--- src/rtl/riscv_soft_operand_stage_pkg.sv ---
// Shared encodings and widths for the soft RISC-V operand-fetch stage.
package riscv_soft_operand_stage_pkg;

   // Default operand data width
   localparam int unsigned XPR_LEN    = 32;
   // Architectural register address width
   localparam int unsigned REG_ADDR_W = 5;
   localparam int unsigned SEL_W      = 2;

   // ALU source select encoding
   localparam logic [SEL_W-1:0] ALU_SRC_IMM  = 2'd0;
   localparam logic [SEL_W-1:0] ALU_SRC_PC   = 2'd1;
   localparam logic [SEL_W-1:0] ALU_SRC_REG  = 2'd2;
   localparam logic [SEL_W-1:0] ALU_SRC_ZERO = 2'd3;

   // Register x0 is hardwired to zero and must never be forwarded
   function automatic logic is_fwd_reg(input logic [REG_ADDR_W-1:0] rs);
      return rs != '0;
   endfunction

endpackage

--- src/rtl/riscv_soft_bypass_select.sv ---
// Per-channel operand source mux with priority bypass and load-use hazard flag.
module riscv_soft_bypass_select #(
   parameter int unsigned XPR_LEN = 32,
   parameter int unsigned NUM_BYP = 3
) (
   input  logic [riscv_soft_operand_stage_pkg::SEL_W-1:0]              sel,
   input  logic [riscv_soft_operand_stage_pkg::REG_ADDR_W-1:0]         rs,
   input  logic [XPR_LEN-1:0]                                          reg_data,
   input  logic [XPR_LEN-1:0]                                          imm,
   input  logic [XPR_LEN-1:0]                                          pc,
   input  logic [NUM_BYP-1:0]                                          byp_valid,
   input  logic [riscv_soft_operand_stage_pkg::REG_ADDR_W*NUM_BYP-1:0] byp_rd,
   input  logic [XPR_LEN*NUM_BYP-1:0]                                  byp_data,
   input  logic [NUM_BYP-1:0]                                          byp_data_ready,
   output logic [XPR_LEN-1:0]                                          operand_c,
   output logic                                                        fwd_c,
   output logic                                                        hazard_c
);

   import riscv_soft_operand_stage_pkg::*;

   logic               hit;
   logic [XPR_LEN-1:0] hit_data;
   logic               hit_ready;

   // Priority match: scan oldest to youngest so the youngest match wins
   always_comb begin
      hit       = 1'b0;
      hit_data  = '0;
      hit_ready = 1'b0;
      for (int k = int'(NUM_BYP) - 1; k >= 0; k--) begin
         if (byp_valid[k] && (byp_rd[k*REG_ADDR_W +: REG_ADDR_W] == rs)) begin
            hit       = 1'b1;
            hit_data  = byp_data[k*XPR_LEN +: XPR_LEN];
            hit_ready = byp_data_ready[k];
         end
      end
   end

   // Source select; bypass only applies to real registers (not x0)
   always_comb begin
      operand_c = '0;
      fwd_c     = 1'b0;
      hazard_c  = 1'b0;
      case (sel)
         ALU_SRC_IMM: operand_c = imm;
         ALU_SRC_PC:  operand_c = pc;
         ALU_SRC_REG: begin
            if (is_fwd_reg(rs) && hit) begin
               operand_c = hit_data;
               fwd_c     = 1'b1;
               hazard_c  = !hit_ready;
            end else begin
               operand_c = reg_data;
            end
         end
         default:     operand_c = '0;
      endcase
   end

endmodule

--- src/rtl/riscv_soft_operand_stage.sv ---
// Operand-fetch stage: NUM_SRC bypassed operand channels feeding a registered valid/ready slot.
module riscv_soft_operand_stage #(
   parameter int unsigned XPR_LEN = 32,
   parameter int unsigned NUM_SRC = 2,
   parameter int unsigned NUM_BYP = 3,
   parameter int unsigned CNT_W   = 16
) (
   input  logic                                                        clk,
   input  logic                                                        reset_n,
   input  logic                                                        in_valid,
   output logic                                                        in_ready,
   input  logic [riscv_soft_operand_stage_pkg::SEL_W*NUM_SRC-1:0]      src_sel,
   input  logic [riscv_soft_operand_stage_pkg::REG_ADDR_W*NUM_SRC-1:0] src_rs,
   input  logic [XPR_LEN*NUM_SRC-1:0]                                  src_reg_data,
   input  logic [XPR_LEN-1:0]                                          imm,
   input  logic [XPR_LEN-1:0]                                          pc,
   input  logic [NUM_BYP-1:0]                                          byp_valid,
   input  logic [riscv_soft_operand_stage_pkg::REG_ADDR_W*NUM_BYP-1:0] byp_rd,
   input  logic [XPR_LEN*NUM_BYP-1:0]                                  byp_data,
   input  logic [NUM_BYP-1:0]                                          byp_data_ready,
   input  logic                                                        flush,
   output logic                                                        out_valid,
   input  logic                                                        out_ready,
   output logic [XPR_LEN*NUM_SRC-1:0]                                  out_data,
   output logic [NUM_SRC-1:0]                                          out_fwd,
   output logic                                                        hazard_stall,
   output logic [CNT_W-1:0]                                            stall_count
);

   import riscv_soft_operand_stage_pkg::*;

   localparam logic [CNT_W-1:0] CNT_MAX = {CNT_W{1'b1}};

   logic [XPR_LEN*NUM_SRC-1:0] sel_data_c;
   logic [NUM_SRC-1:0]         sel_fwd_c;
   logic [NUM_SRC-1:0]         chan_hazard_c;
   logic                       accept_c;

   // One bypass/select network per operand channel
   for (genvar c = 0; c < int'(NUM_SRC); c++) begin : g_chan
      riscv_soft_bypass_select #(
         .XPR_LEN (XPR_LEN),
         .NUM_BYP (NUM_BYP)
      ) u_sel (
         .sel            (src_sel[c*SEL_W +: SEL_W]),
         .rs             (src_rs[c*REG_ADDR_W +: REG_ADDR_W]),
         .reg_data       (src_reg_data[c*XPR_LEN +: XPR_LEN]),
         .imm            (imm),
         .pc             (pc),
         .byp_valid      (byp_valid),
         .byp_rd         (byp_rd),
         .byp_data       (byp_data),
         .byp_data_ready (byp_data_ready),
         .operand_c      (sel_data_c[c*XPR_LEN +: XPR_LEN]),
         .fwd_c          (sel_fwd_c[c]),
         .hazard_c       (chan_hazard_c[c])
      );
   end

   // Handshake: stall on load-use, back-pressure from execute, or flush
   always_comb begin
      hazard_stall = in_valid && (|chan_hazard_c);
      in_ready     = !hazard_stall && (!out_valid || out_ready) && !flush;
      accept_c     = in_valid && in_ready;
   end

   // Output slot; flush wins over accept and consume
   always_ff @(posedge clk or negedge reset_n) begin
      if (!reset_n) begin
         out_valid <= 1'b0;
         out_data  <= '0;
         out_fwd   <= '0;
      end else if (flush) begin
         out_valid <= 1'b0;
      end else if (accept_c) begin
         out_valid <= 1'b1;
         out_data  <= sel_data_c;
         out_fwd   <= sel_fwd_c;
      end else if (out_valid && out_ready) begin
         out_valid <= 1'b0;
      end
   end

   // Saturating count of hazard-stall cycles not masked by flush
   always_ff @(posedge clk or negedge reset_n) begin
      if (!reset_n) begin
         stall_count <= '0;
      end else if (hazard_stall && !flush && (stall_count != CNT_MAX)) begin
         stall_count <= stall_count + CNT_W'(1);
      end
   end

endmodule

--- config.mk ---
export PLATFORM = sky130hd
export DESIGN_NAME = riscv_soft_operand_stage
export DESIGN_NICKNAME = d
export VERILOG_FILES = /design/src/rtl/riscv_soft_operand_stage_pkg.sv /design/src/rtl/riscv_soft_bypass_select.sv /design/src/rtl/riscv_soft_operand_stage.sv
export SDC_FILE = /design/constraint.sdc
export NUM_CORES = 1
export LEC_CHECK = 0
export ABC_AREA = 1
export BUFFER_PORTS_ARGS = -buffer_cell sky130_fd_sc_hd__clkbuf_2
export CAP_MARGIN = 40
export CELL_PAD_IN_SITES_DETAIL_PLACEMENT = 0
export CELL_PAD_IN_SITES_GLOBAL_PLACEMENT = 1
export CORE_UTILIZATION = 35
export DETAILED_ROUTE_END_ITERATION = 8
export GPL_TIMING_DRIVEN = 1
export PLACE_DENSITY_LB_ADDON = 0.1
export SYNTH_ARGS = -nofsm -noshare
export SYNTH_HDL_FRONTEND = slang
export SYNTH_HIERARCHICAL = 1
export SYNTH_SLANG_ARGS = --single-unit
--- constraint.sdc ---
create_clock -name clk -period 5.9 [get_ports clk]
set_input_delay 0.885 -clock clk [delete_from_list [all_inputs] [get_ports clk]]
set_output_delay 0.885 -clock clk [all_outputs]
set_load 0.02 [all_outputs]
# Word level (Yosys, flattened, before mapping)
# Cells that the tools add are included.
# classes
eq_ne	11
bitwise_logic	1
mux	33
add_sub_neg	1
n_reduce_logical	28
# ops
op	n
$mux W32	8
$pmux W32 S3	2
$eq A5 B5 Y1	6
$mux W1	23
$add A16 B1 Y16 const B	1
$ne A16 B16 Y1 const B	1
$logic_and A1 B1 Y1	15
$reduce_bool A5 Y1	2
$logic_not A1 Y1	5
$eq A2 B1 Y1 const B	2
$eq A2 B2 Y1 const B	2
$logic_not A2 Y1	2
$reduce_bool A3 Y1	1
$reduce_and A2 Y1	1
$reduce_or A2 Y1	1
$logic_or A1 B1 Y1	1
$not A1 Y1	1
# totals
input_bits	264
output_inout_bits	85
word_cells	78
ff_bits	83

# Longest topological paths before layout
# logic_depth
ltp_word	16
depth_mapped	19
ltp_nobuf	15

# Modules after synthesis
# The synthesis kept the hierarchy.
# modules_own_cells
mod	seq_area_each_um2	area_per_inst_um2	cells_each	instances
riscv_soft_bypass_select	0.0	2763.9	638	2
riscv_soft_operand_stage	2077.0	3614.7	439	1

# Worst setup path after synthesis
# Ideal clock, no wire load.
# synth_timing
kind	input -> output
from	input port byp_rd[8] (netlist name)
to	output port in_ready
setup_slack_ns	2.307
path_buffers	3
required_time_ns	5.015
cell_stages	15
t_arrival_ns	2.708
cell_sequence	inv_1 > nand2_1 > nand2_1 > nor2_1 > nand3_2 > buf_6 > buf_2 > o21ai_0 > o211ai_1 > nand2_1 > nor2_1 > nor2_2 > nor2_1 > nor3b_2 > clkbuf_1
# synth_between
elab_chain_cells	12
elab_cells_between_ends	25
cone_classes	eq/ne: 2; mux: 12; reduce/logical: 11
# synth_lines
element	line	source
from (decl)	riscv_soft_operand_stage.sv:18	input logic [riscv_soft_operand_stage_pkg::REG_ADDR_W*NUM_BYP-1:0] byp_rd,
$eq A5 B5 Y1 (*)	riscv_soft_bypass_select.sv:32	if (byp_valid[k] && (byp_rd[k*REG_ADDR_W +: REG_ADDR_W] == rs)) begin
$logic_and A1 B1 Y1 (*)	riscv_soft_bypass_select.sv:32	
$mux W1 (2 in a row)	riscv_soft_bypass_select.sv:32	
$logic_not A1 Y1 or $logic_and A1 B1 Y1 (tied branches)	riscv_soft_bypass_select.sv:52, riscv_soft_bypass_select.sv:49	
$mux W1 (*)	riscv_soft_bypass_select.sv:49	if (is_fwd_reg(rs) && hit) begin
$mux W1 (*)	riscv_soft_bypass_select.sv:45	case (sel)
net chan_hazard_c[1]	riscv_soft_operand_stage.sv:36	logic [NUM_SRC-1:0] chan_hazard_c;
$reduce_or A2 Y1 (*)	riscv_soft_operand_stage.sv:62	hazard_stall = in_valid && (|chan_hazard_c);
$logic_and A1 B1 Y1 (*)	riscv_soft_operand_stage.sv:62	
net hazard_stall	riscv_soft_operand_stage.sv:26	output logic hazard_stall,
$logic_not A1 Y1 (*)	riscv_soft_operand_stage.sv:63	in_ready = !hazard_stall && (!out_valid || out_ready) && !flush;
$logic_and A1 B1 Y1 (*) (2 in a row)	riscv_soft_operand_stage.sv:63	
to (decl)	riscv_soft_operand_stage.sv:11	output logic in_ready,
# The timed path passes the listed nets; every way through them passes the cells marked *.

# Worst setup path in the final report
# layout_timing
from	input port src_rs[4] (netlist name)
to	output port in_ready
# layout_between
elab_chain_cells	13
elab_cells_between_ends	22
cone_classes	eq/ne: 3; mux: 8; reduce/logical: 11
# layout_lines
element	line	source
from (decl)	riscv_soft_operand_stage.sv:13	input logic [riscv_soft_operand_stage_pkg::REG_ADDR_W*NUM_SRC-1:0] src_rs,
$eq A5 B5 Y1	riscv_soft_bypass_select.sv:32	
$logic_and A1 B1 Y1	riscv_soft_bypass_select.sv:32	
$mux W1 (3 in a row)	riscv_soft_bypass_select.sv:32	
$logic_not A1 Y1 or $logic_and A1 B1 Y1 (tied branches)	riscv_soft_bypass_select.sv:52, riscv_soft_bypass_select.sv:49	
$mux W1 (*)	riscv_soft_bypass_select.sv:49	
$mux W1 (*)	riscv_soft_bypass_select.sv:45	
net chan_hazard_c[0]	riscv_soft_operand_stage.sv:36	
$reduce_or A2 Y1 (*)	riscv_soft_operand_stage.sv:62	
$logic_and A1 B1 Y1 (*)	riscv_soft_operand_stage.sv:62	
$logic_not A1 Y1 (*)	riscv_soft_operand_stage.sv:63	
$logic_and A1 B1 Y1 (*) (2 in a row)	riscv_soft_operand_stage.sv:63	
# Marks and branches as above.

==> impl_metrics.yaml <==
status:
  outcome: "finished clean"
job:
  max-cap-violations: 0
logic_synthesis:
  synth_enable_flop_cells: 0
  ys.flop_type: "dfrtp_1"
  syn_area_um2: 9140
  syn_avg_cell_area_um2: 5.33
  ys_seq_area_frac: 0.227
  async_reset_ff_frac: 1.00
  ys_ff_latch: 83
  ys_warn_count: 6
  syn_inst: 1715
  syn_nets: 1980
  yosysUniqueCellTypes: 29
timing:
  worst_pin_slew_ns: 0.856
  period_share: 0.709
  min_period_ns: 4.18
  hold_viol: 0
  rsz0062_at_grt: "false"
  fin_ws_ns: 1.72
  setup_violations: 0
  slew_headroom: 0.430
  skew_ns: 0.0126
  fmax_mhz: 239
  tns_ns: 0
  slew_violations: 0
floorplanning:
  die_h_um: 164
  ioPinCount: 349
  die_w_um: 164
  rows: 58
  core_area_um2: 25400
  dieArea_um2: 26800
  start_util: 0.360
cts:
  cts_setup_buffers: 0
  ctsResizeCount: 0
  path_clk_slew_ns: 0.08
  clock_latency_ns: 0.35
  cts_max_level: 3
  clockBufferDepth: 2
  cts-root-buf: "clkbuf_16"
  cts_tree: "done"
  ctsHoldBuffers: 0
  cts.sinks: 83
  numCtsBuffers: 9
layout:
  design_area_um2: 11300
  area_growth_syn_to_layout_pct: 23.5
  finalCoreUtilization: 0.445
  fin_nets: 2262
  layout_commonest_cell: "nand2_1"
  final_cells: 2333
  layout_common_cells: "nand2_1, inv_1, clkbuf_2"
  drive_gt1_frac: 0.208
global_route:
  met2_usage: 0.484
  grt_pass1_wl_um: 57600
  met1_usage: 0.364
  grt.busiest_layer: "met2"
  grtUsageMet3: 0.0449
  grt_max_degree: 68
  grt.total_usage: 0.284
  gr-total-overflow: 0
  grt_pass1_vias: 10400
  antenna_found_initial: 1
placed_design:
  post-place-cells: 2316
  placed_area_um2: 11000
  port_buffers: 348
  hpwl_um: 28700
  pre_cts_slack_ns: 1.35
  place_congestion: 0.892
power_and_ir_drop:
  power_frac_clock: 0.306
  swShare: 0.400
  ir_drop_mv: 0.135
  power.density_nw_per_um2: 181
  p_leak_nw: 7.04
  p_int_mw: 1.23
  combPwrFrac: 0.350
  seqPwrFrac: 0.343
  netSwitchingPower_mw: 0.819
routing:
  drt-wirelength-per-cell_um: 16.5
  vias_per_cell: 4.77
  firstDrtPassIters: 5
  num_vias: 11100
  drc: 0
  drtIter0Drc: 779
  drt-total-wl_um: 38400
  drtAntennaViolNets: 0
setup_path:
  endpoint_kind: "output port"
  cp_max_fo: 34
  critPathKind: "primary input to output port"
  startpoint_type: "primary input"
  worstPathArrival_ns: 3.30
  startpoint: "src_rs[4]"
  critPathRequiredTime_ns: 5.02
  reg2reg_from: "out_valid$_DFFE_PN0P_"
min_path:
  hold_class: "primary input to asynchronous set/reset pin"
stage by stage:
step,hold slack (ns),power [mW]
3_3_place_gp,0.456,1.43
2_1_floorplan,0.578,1.11
4_1_cts,0.421,2.07
5_1_grt,0.432,2.18
3_5_place_dp,0.459,1.43
6_report,0.423,2.05
final cells by class:
| type | count | area (µm²) |
|---|---|---|
| antenna | 1 | 2.50 |
| timing repair buffer | 366 | 1880 |
| sequential | 83 | 2080 |
| clock inverter | 6 | 71.3 |
| inverter | 378 | 1420 |
| clock buffer | 10 | 239 |
| multi-input combinational | 1159 | 5190 |
| tap | 330 | 413 |
| fill | 2899 | 14100 |
kinds of logic after synthesis:
| family | Yosys count | synth area share |
|---|---|---|
| AOI/OAI and AO/OA | 204 | 0.113 |
| xor gates and xnor gates | 7 | 0.00671 |
| adders and majority gates | 1 | 0.00137 |
| buffers and inverters | 473 | 0.207 |
| DFF | 83 | 0.227 |
| and+or+nand+nor | 947 | 0.445 |
Yosys cell counts (7+ instances only):
master / instances / area (µm²)
o21ai_0: 135 / 676
nor2_1: 172 / 646
buf_2: 26 / 130
nand2_1: 476 / 1790
clkbuf_1: 53 / 199
inv_1: 366 / 1370
or2_1: 34 / 213
buf_6: 8 / 90.1
nand4_1: 8 / 50.1
dfrtp_1: 83 / 2080
xnor2_1: 7 / 61.3
a21oi_1: 64 / 320
inv_2: 12 / 45.0
nand3_1: 209 / 1050
or2_0: 26 / 163
per-layer routing:
metal | share of wire | wire, µm
met5 | 0 | 0
met1 | 0.44 | 16700
met4 | 0.024 | 931
met2 | 0.47 | 18100
met3 | 0.069 | 2640
registers in the layout, indices dropped and copies added (netlist names):
name / cells
out_data: 64
out_fwd: 2
out_valid: 1
stall_count: 16
final timing paths:
path | to | slack [ns] | cells after the start
max reg2reg | out_data[56]$_DFFE_PN0P_ | 3.65 | 7
min | out_data[26]$_DFFE_PN0P_ | 0.42 | 1
min reg2reg | out_data[50]$_DFFE_PN0P_ | 0.47 | 2
min in group clk | out_data[50]$_DFFE_PN0P_ | 0.47 | 2
max | in_ready | 1.72 | 14
max in group asynchronous | out_data[45]$_DFFE_PN0P_ | 4.30 | 2
critical path, cell delays in order:
cell	delay (ns)
clkbuf_2	0.14
inv_2	0.06
nand2_1	0.05
nand2_1	0.05
nor2_1	0.16
nand3_2	0.58
o21ai_0	0.39
o211ai_1	0.12
nand2_1	0.10
nor2_1	0.05
nor2_2	0.12
nor2_1	0.09
nor3b_4	0.22
clkbuf_2	0.27
power groups by stage:
stage	sequential, mW	combinational, mW	clock (mW)
after global routing	0.714	0.799	0.665
after CTS	0.705	0.721	0.645
after detailed placement	0.715	0.719	0
after floorplan	0.803	0.304	0
after global placement	0.715	0.715	0
final	0.704	0.718	0.628
No activity file was read; power rests on OpenSTA's default activity.
